==> src/rtl/cla16_seq_adder_if.sv <==
// Requester <-> sequential adder bus: start/done handshake, operands and result.
// Latency: none, wires only; timing is set by the adder behind the slave modport.
// Backpressure: start is only honoured while the adder is not busy.
// Optional macro CLA_SEQ_SUB_EN adds the subtract-select signal 'sub'.
// Signals: start, a, b, cin, [sub] driven by master; busy, done, sum, cout, ovf driven by slave.
interface cla16_seq_adder_if #(
    parameter int WORDS = 4
);
    localparam int W = 16 * WORDS;

    logic         start;
    logic [W-1:0] a;
    logic [W-1:0] b;
    logic         cin;
`ifdef CLA_SEQ_SUB_EN
    logic         sub;
`endif
    logic         busy;
    logic         done;
    logic [W-1:0] sum;
    logic         cout;
    logic         ovf;

    modport master (
        output start, a, b, cin,
`ifdef CLA_SEQ_SUB_EN
        output sub,
`endif
        input  busy, done, sum, cout, ovf
    );

    modport slave (
        input  start, a, b, cin,
`ifdef CLA_SEQ_SUB_EN
        input  sub,
`endif
        output busy, done, sum, cout, ovf
    );
endinterface

==> src/rtl/cla16_seq_adder.sv <==
// WORDS*16-bit adder built by stepping one 16-bit carry-lookahead slice per cycle.
// Latency: start accepted at edge k -> done pulse in the cycle after edge k+WORDS.
// Backpressure: start is ignored while busy; a start in the done cycle is taken with no bubble.
// Optional macro CLA_SEQ_SUB_EN: sub=1 on accept computes a-b (b inverted, carry-in forced 1).
// Ports: clk_i clock, rst_i synchronous active-high reset, bus (cla16_seq_adder_if.slave).
// WORDS legal range is 2..16.

// 16-bit two-level carry-lookahead adder: four 4-bit groups, lookahead across groups.
module CLA_16bit (
    input  logic [15:0] a_i,
    input  logic [15:0] b_i,
    input  logic        c_i,
    output logic [15:0] s_o,
    output logic        c_o
);
    logic [15:0] g;
    logic [15:0] p;
    logic [15:0] c;
    logic [3:0]  gg;
    logic [3:0]  gp;
    logic [4:0]  gc;

    always_comb begin
        g = a_i & b_i;
        p = a_i ^ b_i;
        for (int j = 0; j < 4; j++) begin
            gg[j] = g[4*j+3]
                  | (p[4*j+3] & g[4*j+2])
                  | (p[4*j+3] & p[4*j+2] & g[4*j+1])
                  | (p[4*j+3] & p[4*j+2] & p[4*j+1] & g[4*j]);
            gp[j] = &p[4*j +: 4];
        end
        // Group carries are fully flattened so no group waits on its neighbour.
        gc[0] = c_i;
        gc[1] = gg[0] | (gp[0] & c_i);
        gc[2] = gg[1] | (gp[1] & gg[0]) | (gp[1] & gp[0] & c_i);
        gc[3] = gg[2] | (gp[2] & gg[1]) | (gp[2] & gp[1] & gg[0])
              | (gp[2] & gp[1] & gp[0] & c_i);
        gc[4] = gg[3] | (gp[3] & gg[2]) | (gp[3] & gp[2] & gg[1])
              | (gp[3] & gp[2] & gp[1] & gg[0])
              | (gp[3] & gp[2] & gp[1] & gp[0] & c_i);
        for (int j = 0; j < 4; j++) begin
            c[4*j]   = gc[j];
            c[4*j+1] = g[4*j] | (p[4*j] & gc[j]);
            c[4*j+2] = g[4*j+1] | (p[4*j+1] & g[4*j]) | (p[4*j+1] & p[4*j] & gc[j]);
            c[4*j+3] = g[4*j+2] | (p[4*j+2] & g[4*j+1])
                     | (p[4*j+2] & p[4*j+1] & g[4*j])
                     | (p[4*j+2] & p[4*j+1] & p[4*j] & gc[j]);
        end
        s_o = p ^ c;
        c_o = gc[4];
    end
endmodule

module cla16_seq_adder #(
    parameter int WORDS = 4
) (
    input  logic                  clk_i,
    input  logic                  rst_i,
    cla16_seq_adder_if.slave      bus
);
    localparam int W    = 16 * WORDS;
    localparam int IDXW = $clog2(WORDS);

    typedef enum logic [1:0] {
        IDLE = 2'd0,
        RUN  = 2'd1,
        DONE = 2'd2
    } state_t;

    state_t            state_q, state_d;
    logic [W-1:0]      a_op_q, a_op_d;
    logic [W-1:0]      b_op_q, b_op_d;
    logic              carry_q, carry_d;
    logic [IDXW-1:0]   idx_q, idx_d;
    logic [W-1:0]      sum_q, sum_d;
    logic              cout_q, cout_d;
    logic              ovf_q, ovf_d;

    logic              start_acc;
    logic              last_slice;
    logic [15:0]       cla_a;
    logic [15:0]       cla_b;
    logic [15:0]       cla_sum;
    logic              cla_cout;
    logic              busy_w;
    logic              done_w;

    assign start_acc  = bus.start && (state_q == IDLE || state_q == DONE);
    assign last_slice = (idx_q == IDXW'(WORDS - 1));

    // Slice base is idx*16, formed by concatenation to keep widths exact.
    assign cla_a = a_op_q[{idx_q, 4'b0000} +: 16];
    assign cla_b = b_op_q[{idx_q, 4'b0000} +: 16];

    CLA_16bit u_cla (
        .a_i (cla_a),
        .b_i (cla_b),
        .c_i (carry_q),
        .s_o (cla_sum),
        .c_o (cla_cout)
    );

    // State register
    always_ff @(posedge clk_i) begin
        if (rst_i) begin
            state_q <= IDLE;
        end else begin
            state_q <= state_d;
        end
    end

    // Next-state logic
    always_comb begin
        state_d = state_q;
        case (state_q)
            IDLE:    state_d = bus.start ? RUN : IDLE;
            RUN:     state_d = last_slice ? DONE : RUN;
            DONE:    state_d = bus.start ? RUN : IDLE;
            default: state_d = IDLE;
        endcase
    end

    // FSM outputs
    always_comb begin
        busy_w = (state_q == RUN);
        done_w = (state_q == DONE);
    end

    // Datapath next-state
    always_comb begin
        a_op_d  = a_op_q;
        b_op_d  = b_op_q;
        carry_d = carry_q;
        idx_d   = idx_q;
        sum_d   = sum_q;
        cout_d  = cout_q;
        ovf_d   = ovf_q;
        if (start_acc) begin
            a_op_d = bus.a;
            idx_d  = '0;
`ifdef CLA_SEQ_SUB_EN
            // a - b == a + ~b + 1; cin is ignored for subtraction.
            b_op_d  = bus.sub ? ~bus.b : bus.b;
            carry_d = bus.sub ? 1'b1 : bus.cin;
`else
            b_op_d  = bus.b;
            carry_d = bus.cin;
`endif
        end else if (state_q == RUN) begin
            sum_d[{idx_q, 4'b0000} +: 16] = cla_sum;
            carry_d = cla_cout;
            if (last_slice) begin
                cout_d = cla_cout;
                // b_op already holds the effective (possibly inverted) operand.
                ovf_d  = (a_op_q[W-1] == b_op_q[W-1]) && (cla_sum[15] != a_op_q[W-1]);
            end else begin
                idx_d = idx_q + 1'b1;
            end
        end
    end

    // Datapath registers
    always_ff @(posedge clk_i) begin
        if (rst_i) begin
            a_op_q  <= '0;
            b_op_q  <= '0;
            carry_q <= 1'b0;
            idx_q   <= '0;
            sum_q   <= '0;
            cout_q  <= 1'b0;
            ovf_q   <= 1'b0;
        end else begin
            a_op_q  <= a_op_d;
            b_op_q  <= b_op_d;
            carry_q <= carry_d;
            idx_q   <= idx_d;
            sum_q   <= sum_d;
            cout_q  <= cout_d;
            ovf_q   <= ovf_d;
        end
    end

    assign bus.busy = busy_w;
    assign bus.done = done_w;
    assign bus.sum  = sum_q;
    assign bus.cout = cout_q;
    assign bus.ovf  = ovf_q;
endmodule

==> src/flat_wrapper.sv <==
// flat-port wrapper written by rule: the top's interface ports become plain ports
module cla16_seq_adder_flat 
#(
    parameter int WORDS = 4
)
  (clk_i, rst_i, bus_start, bus_a, bus_b, bus_cin, bus_busy, bus_done, bus_sum, bus_cout, bus_ovf);
  cla16_seq_adder_if #(.WORDS(WORDS)) bus_i ();
  input  logic clk_i;
  input  logic rst_i;
  input wire logic [$bits(bus_i.start)-1:0] bus_start;
  input wire logic [$bits(bus_i.a)-1:0] bus_a;
  input wire logic [$bits(bus_i.b)-1:0] bus_b;
  input wire logic [$bits(bus_i.cin)-1:0] bus_cin;
  output wire logic [$bits(bus_i.busy)-1:0] bus_busy;
  output wire logic [$bits(bus_i.done)-1:0] bus_done;
  output wire logic [$bits(bus_i.sum)-1:0] bus_sum;
  output wire logic [$bits(bus_i.cout)-1:0] bus_cout;
  output wire logic [$bits(bus_i.ovf)-1:0] bus_ovf;
  assign bus_i.start = bus_start;
  assign bus_i.a = bus_a;
  assign bus_i.b = bus_b;
  assign bus_i.cin = bus_cin;
  assign bus_busy = bus_i.busy;
  assign bus_done = bus_i.done;
  assign bus_sum = bus_i.sum;
  assign bus_cout = bus_i.cout;
  assign bus_ovf = bus_i.ovf;
  cla16_seq_adder #(.WORDS(WORDS)) u_core (.clk_i(clk_i), .rst_i(rst_i), .bus(bus_i));
endmodule
==> config.mk <==
export PLATFORM = sky130hd
export DESIGN_NAME = cla16_seq_adder_flat
export DESIGN_NICKNAME = d
export VERILOG_FILES = /design/src/rtl/cla16_seq_adder_if.sv /design/src/rtl/cla16_seq_adder.sv /design/src/flat_wrapper.sv
export SDC_FILE = /design/constraint.sdc
export NUM_CORES = 1
export LEC_CHECK = 0
export ABC_CLOCK_PERIOD_IN_PS = 3800
export BUFFER_PORTS_ARGS = -buffer_cell sky130_fd_sc_hd__buf_4
export CORE_UTILIZATION = 35
export CTS_BUF_LIST = sky130_fd_sc_hd__clkbuf_16
export DETAILED_ROUTE_END_ITERATION = 6
export PLACE_DENSITY = 0.56
export SLEW_MARGIN = 20
export SYNTH_ARGS = -nofsm -noshare
export SYNTH_HDL_FRONTEND = slang
export SYNTH_HIERARCHICAL = 1
export SYNTH_SLANG_ARGS = --single-unit
==> constraint.sdc <==
create_clock -name clk_i -period 3.8 [get_ports clk_i]
set_input_delay 0.19 -clock clk_i [delete_from_list [all_inputs] [get_ports clk_i]]
set_output_delay 0.19 -clock clk_i [all_outputs]
set_load 0.02 [all_outputs]
After elaboration in Yosys (flattened, before gate mapping)
Cells that the tools add are included. W data, S select, Z words.

Reductions and logical operators: 14. Muxes and demuxes: 6. Shifts and indexed selects: 4. Bitwise logic cells: 123. Equality and inequality tests: 5. $add $sub $neg: 2.

Operators with widths (number): $shiftx A64 B7 Y16 (2); $and A1 B1 Y1 (72); $bwmux W64 (1); $shift A16 B8 Y64 const A (1); $shiftx A16 B8 Y64 (1); $or A1 B1 Y1 (46); $xor A16 B16 Y16 (2); $and A16 B16 Y16 (1); $reduce_and A4 Y1 (4); $neg A6 Y8 (1); $eq A2 B2 Y1 const B (2); $pmux W2 S2 (1); $reduce_and A2 Y1 (2); $reduce_or A2 Y1 (2); $mux W1 (3); $reduce_and A3 Y1 (1); $add A2 B1 Y2 const B (1); $eq A2 B1 Y1 const B (1); $logic_and A1 B1 Y1 (2); $logic_not A2 Y1 (1); $mux W2 (1); $not A1 Y1 (2); $reduce_bool A2 Y1 (1); $eq A1 B1 Y1 (1); other kinds (2) (2).

Input port bits: 132. Word-level logic and storage cells: 162. Bits in registers: 199. Output and inout bits: 68.

Depth between registers and ports, before layout
Depth in word-level cells: 15. Depth in mapped cells: 14. Gate-level depth less buffers: 11.

By module
Netlist, hierarchy kept.

Modules (own cells, without submodules): cla16_seq_adder (cells each 892, sequential area each 3983.8 µm², area an instance 7871.3 µm², instances 1); CLA_16bit (cells each 102, sequential area each 0.0 µm², area an instance 785.8 µm², instances 1).

Worst setup path after synthesis
No wires, ideal clock.

Path type: flip-flop to flip-flop. Start point: register u_core.idx_q[1]. End point: register u_core.sum_q[45], in the netlist u_core/bus.sum[45]. Required time: 3730 ps. Cell stages (with the launch flop): 15. Arrival time: 3396 ps. Buffers on the path: 3. Setup slack: 334 ps. Setup time: 70 ps. Clock period less this slack: 3466 ps. Path through: dfxtp_1 > buf_2 > buf_2 > buf_2 > mux4_2 > ha_1 > a211oi_1 > o21ai_1 > a22oi_1 > o22ai_1 > or2_1 > fa_1 > xor2_1 > nand3_1 > a21oi_1.

Elaborated cells on any way between the ends: 111. Those cells by class: add/sub: 1; shift: 4; mux: 1; bitwise: 102; reduce/logical: 3.

RTL lines: from (decl) (RTL line cla16_seq_adder.sv:75) `logic [IDXW-1:0] idx_q, idx_d;`; from (signal assigned) (RTL line cla16_seq_adder.sv:177) `idx_q <= idx_d;`; $shiftx A64 B7 Y16 * (RTL line cla16_seq_adder.sv:93) `assign cla_a = a_op_q[{idx_q, 4'b0000} +: 16];`; via u_core.cla_a[0] (RTL line cla16_seq_adder.sv:82) `logic [15:0] cla_a;`; $and A16 B16 Y16 (RTL line cla16_seq_adder.sv:24) `g = a_i & b_i;`; $and A1 B1 Y1 (RTL line cla16_seq_adder.sv:30) `| (p[4*j+3] & p[4*j+2] & p[4*j+1] & g[4*j]);`; $or A1 B1 Y1 (RTL line cla16_seq_adder.sv:30); $and A1 B1 Y1 (RTL line cla16_seq_adder.sv:37) `gc[3] = gg[2] | (gp[2] & gg[1]) | (gp[2] & gp[1] & gg[0])`; $or A1 B1 Y1 (RTL line cla16_seq_adder.sv:37); $or A1 B1 Y1 * (RTL line cla16_seq_adder.sv:38) `| (gp[2] & gp[1] & gp[0] & c_i);`; $and A1 B1 Y1 * (RTL line cla16_seq_adder.sv:44) `c[4*j+1] = g[4*j] | (p[4*j] & gc[j]);`; $or A1 B1 Y1 * (RTL line cla16_seq_adder.sv:44); $xor A16 B16 Y16 * (RTL line cla16_seq_adder.sv:50) `s_o = p ^ c;`; via u_core.cla_sum[13] (RTL line cla16_seq_adder.sv:84) `logic [15:0] cla_sum;`; $shiftx A16 B8 Y64 * (RTL line cla16_seq_adder.sv:151) `sum_d[{idx_q, 4'b0000} +: 16] = cla_sum;`; $bwmux W64 * (RTL line cla16_seq_adder.sv:151); to (signal assigned) (RTL line cla16_seq_adder.sv:178) `sum_q <= sum_d;`; to (decl) (RTL line cla16_seq_adder.sv:76) `logic [W-1:0] sum_q, sum_d;`.

Mark *: on every way through the listed nets, which the timed path passes. The rest lies on a longest branch. A chain may end at the register's enable or synchronous reset.

Worst setup path after layout
Start point: register u_core.idx_q[0]. End point: register u_core.sum_q[61], in the netlist u_core/bus.sum[61].

Elaborated cells on any way between the ends: 111. Those cells by class: add/sub: 1; shift: 4; mux: 1; bitwise: 102; reduce/logical: 3.

RTL lines: $shiftx A64 B7 Y16 * (RTL line cla16_seq_adder.sv:94) `assign cla_b = b_op_q[{idx_q, 4'b0000} +: 16];`; via u_core.cla_b[0] (RTL line cla16_seq_adder.sv:83) `logic [15:0] cla_b;`; $and A16 B16 Y16 (RTL line cla16_seq_adder.sv:24); $and A1 B1 Y1 (RTL line cla16_seq_adder.sv:30); $or A1 B1 Y1 (RTL line cla16_seq_adder.sv:30); $and A1 B1 Y1 (RTL line cla16_seq_adder.sv:37); $or A1 B1 Y1 (RTL line cla16_seq_adder.sv:37); $or A1 B1 Y1 * (RTL line cla16_seq_adder.sv:38); $and A1 B1 Y1 * (RTL line cla16_seq_adder.sv:44); $or A1 B1 Y1 * (RTL line cla16_seq_adder.sv:44); $xor A16 B16 Y16 * (RTL line cla16_seq_adder.sv:50); via u_core.cla_sum[13] (RTL line cla16_seq_adder.sv:84); $shiftx A16 B8 Y64 * (RTL line cla16_seq_adder.sv:151); $bwmux W64 * (RTL line cla16_seq_adder.sv:151).

Marked as above.

==> out/metrics.csv <==
metric;value;unit
reg2reg_to;u_core/bus.sum[61];
crit_fanout;13;
cts_max_level;4;
core.rowCount;57;
maxCapViolations;0;
grt_first_pass_wirelength;40900;um
clock.fmax;283;MHz
die_x;159;um
worstReg2RegStart;u_core/idx_q[0];
finalSetupTns;0;ns
required;4.15;ns
netlist_instances;994;
power_density;414;nW/um^2
path_clk_slew;0.07;ns
drtIter0Drc;558;
mappedNetlistArea;8660;um^2
portBuffers;199;
cp_top_family;compound AO/OA/AOI/OAI gates;
grt_max_degree;101;
power.leakage;0.00466;uW
min_path_type;input port to flop;
whs;0.00355;ns
cts_tree;done;
synth_top_cell_by_area;dfxtp_1;
multiInputGateArea;4290;um^2
grt-ovfl-total;0;
yosysWarnings;6;
ys.flop_type;dfxtp_1;
diodes;0;
synth_cell_types;51;
cp_slowest_cell;mux4_2;
yosys-top-cells-count;nand2_1 (310), dfxtp_1 (199), a21oi_1 (185), nand3_1 (52), clkbuf_1 (33);
cpPeakStageDelay;0.52;ns
io_pins;200;
cts_buffers;17;
wl_per_cell;16.9;um
hpwl;18600;um
rrSetupSlack;0.27;ns
worstSetupPathType;flop to flop;
dieArea;25400;um^2
clock_latency;0.44;ns
finalSetupViolCount;0;
arrival;3.89;ns
netlist_top_cells_area;dfxtp_1 (46%), nand2_1 (13%), a21oi_1 (11%), mux4_2 (8.3%), ha_1 (3.0%);
grt_setup_unrepaired;no;
place_inst;1453;
status;finished clean;
cts.sinks;199;
dr.pass1.iters;5;
crit_buf_inv;1;
ff_latch_area;3990;um^2
synth_top_area_share;46.0;%
routabilityCongestion;0.850;
reg2reg_depth;12;
synth_edf_count;0;
fin_crit_sh;93.0;%
routed_wl;26100;um
antenna_found_initial;0;
cts_setup_buffers;0;
drive_gt1_share;24.0;%
relSlewSlack;32.7;%
ir_worst_vdd;0.263;mV
nets;1370;
yosysMostFrequentCell;nand2_1;
fin_cells;1550;
yosysSeqAreaShare;46.0;%
postRouteAntennaNets;0;
grt_pass1_vias;7448;
power;4780;uW
fin_util;47.5;%
syn_nets;1151;
synth_seq_cells;199;
grtUsageTotal;20.8;%
async_flop_share;0;%
min_period;3.53;ns
cts_root_buf;clkbuf_16;
avgSynthCellArea;8.71;um^2
die_y;159;um
start_kind;flop;
area_delta_synth_final;33.4;%
clock_skew;0.0126;ns
maxSlewViolCount;0;
vias;7833;
min_from;bus_b[54];
holdPathStages;3;
hold_violations;0;
crit_chain;buf_12 -> mux4_2 -> ha_1 -> a211oi_1 -> o21ai_1 -> a22oi_1 -> o22ai_1 -> or2_1 -> fa_1 -> xor2_2 -> nand3_1 -> a21oi_1;
cp-end-kind;flop;
initial_core_util;35.6;%
core;24300;um^2
avgViaCountPerCell;5.05;
tightestPinTransition;1.01;ns
min_to;u_core/b_op_q[54];
nFillCells;2429;
clockBufferDepth;2;
drc;0;
-- power breakdown --
part / internal [uW] / switching [uW] / leakage [uW] / total, uW
sequential: 2180 / 64.9 / 0.00163 / 2250
combinational: 321 / 387 / 0.00274 / 708
clock: 1030 / 799 / 0.000290 / 1830
-- metrics by stage --
step	cell area, um^2	setup WS (ns)
2_1_floorplan	8660	0.334
3_3_place_gp	10300	0.313
3_5_place_dp	10300	0.280
4_1_cts	11500	0.228
5_1_grt	11600	0.0192
6_report	11600	0.267
-- flip-flops by register name, summed over array words and instances, names as in the netlist --
register,count
u_core/bus.ovf,1
u_core/carry_q,1
u_core/idx_q,2
u_core/a_op_q,64
u_core/bus.cout,1
u_core/b_op_q,64
u_core/state_q,2
u_core/bus.sum,64
-- layout make-up --
type / instances / share of cell area [%]
clock buffers: 17 / 3.68
clock inverters: 15 / 1.39
well taps: 324 / 3.51
repair buffers: 274 / 19.5
inverters: 10 / 0.325
flip-flops and latches: 199 / 34.5
multi-input cells: 711 / 37.1
-- layer usage --
layer  part of all wire (%)  global-route usage, %  vias to the layer above
met4                    2.2                   7.47                        0
met5                      0                      0                        -
met3                    5.3                   3.52                       29
met1                     46                   28.5                     3665
li1                       -                      -                     3869
met2                     46                   32.9                      270
-- placed cells by master (no fill, tap or decap), drive strengths merged, types with 2 or more instances in the layout --
master,netlist,final
a31oi,3,3
nor2b,6,6
xor2,6,6
a211oi,3,3
and3b,3,3
xnor2,3,3
bufinv,0,3
nor3,6,6
fa,4,4
dfxtp,199,199
a32o,16,16
or2,2,2
mux4,32,32
a21oi,186,186
buf,40,209
a22oi,3,3
nand3b,8,8
o211ai,2,2
nand2,310,310
o21ai,8,8
clkinv,1,9
a21o,3,3
and3,2,2
ha,21,21
nor4b,3,3
nand2b,5,5
nand3,53,53
clkbuf,34,17
nor2,13,13
inv,9,12
dlygate4sd3,0,65
-- repair_timing --
| action | CTS | global route |
|---|---|---|
| endpoints found under the setup margin | 0 | 3 |
| gates resized for setup | 0 | 1 |
| hold buffers | 64 | 1 |
| endpoints found under the hold margin | 64 | 1 |
-- worst reg2reg max path, cell delays in order (launching register included) --
cell      delay [ns]
dfxtp_2         0.44
buf_12          0.19
mux4_2          0.52
ha_1            0.31
a211oi_1        0.30
o21ai_1         0.18
a22oi_1         0.21
o22ai_1         0.13
or2_1           0.24
fa_1            0.41
xor2_2          0.22
nand3_1         0.10
a21oi_1         0.17
-- worst max path at each step --
stage	cells past startpoint	start	end	slack [ns]
finish	12	u_core/idx_q[0]	u_core/bus.sum[61]	0.27
global route	12	u_core/idx_q[0]	u_core/bus.sum[45]	0.02
CTS	12	u_core/idx_q[0]	u_core/bus.sum[61]	0.23
detailed placement	12	u_core/idx_q[0]	u_core/bus.sum[61]	0.28
global placement	12	u_core/idx_q[0]	u_core/bus.sum[45]	0.31
floorplan	14	u_core/idx_q[1]	u_core/bus.sum[45]	0.33
-- kinds of logic after synthesis --
kind of cell,synth area share (%)
AOI/OAI and AO/OA,15.0
xor gates and xnor gates,0.911
adders and majority gates,3.96
buffers and inverters,4.71
DFF,46.0
muxes,8.44
and+or+nand+nor,21.0
Power figures use the tool's default switching activity.
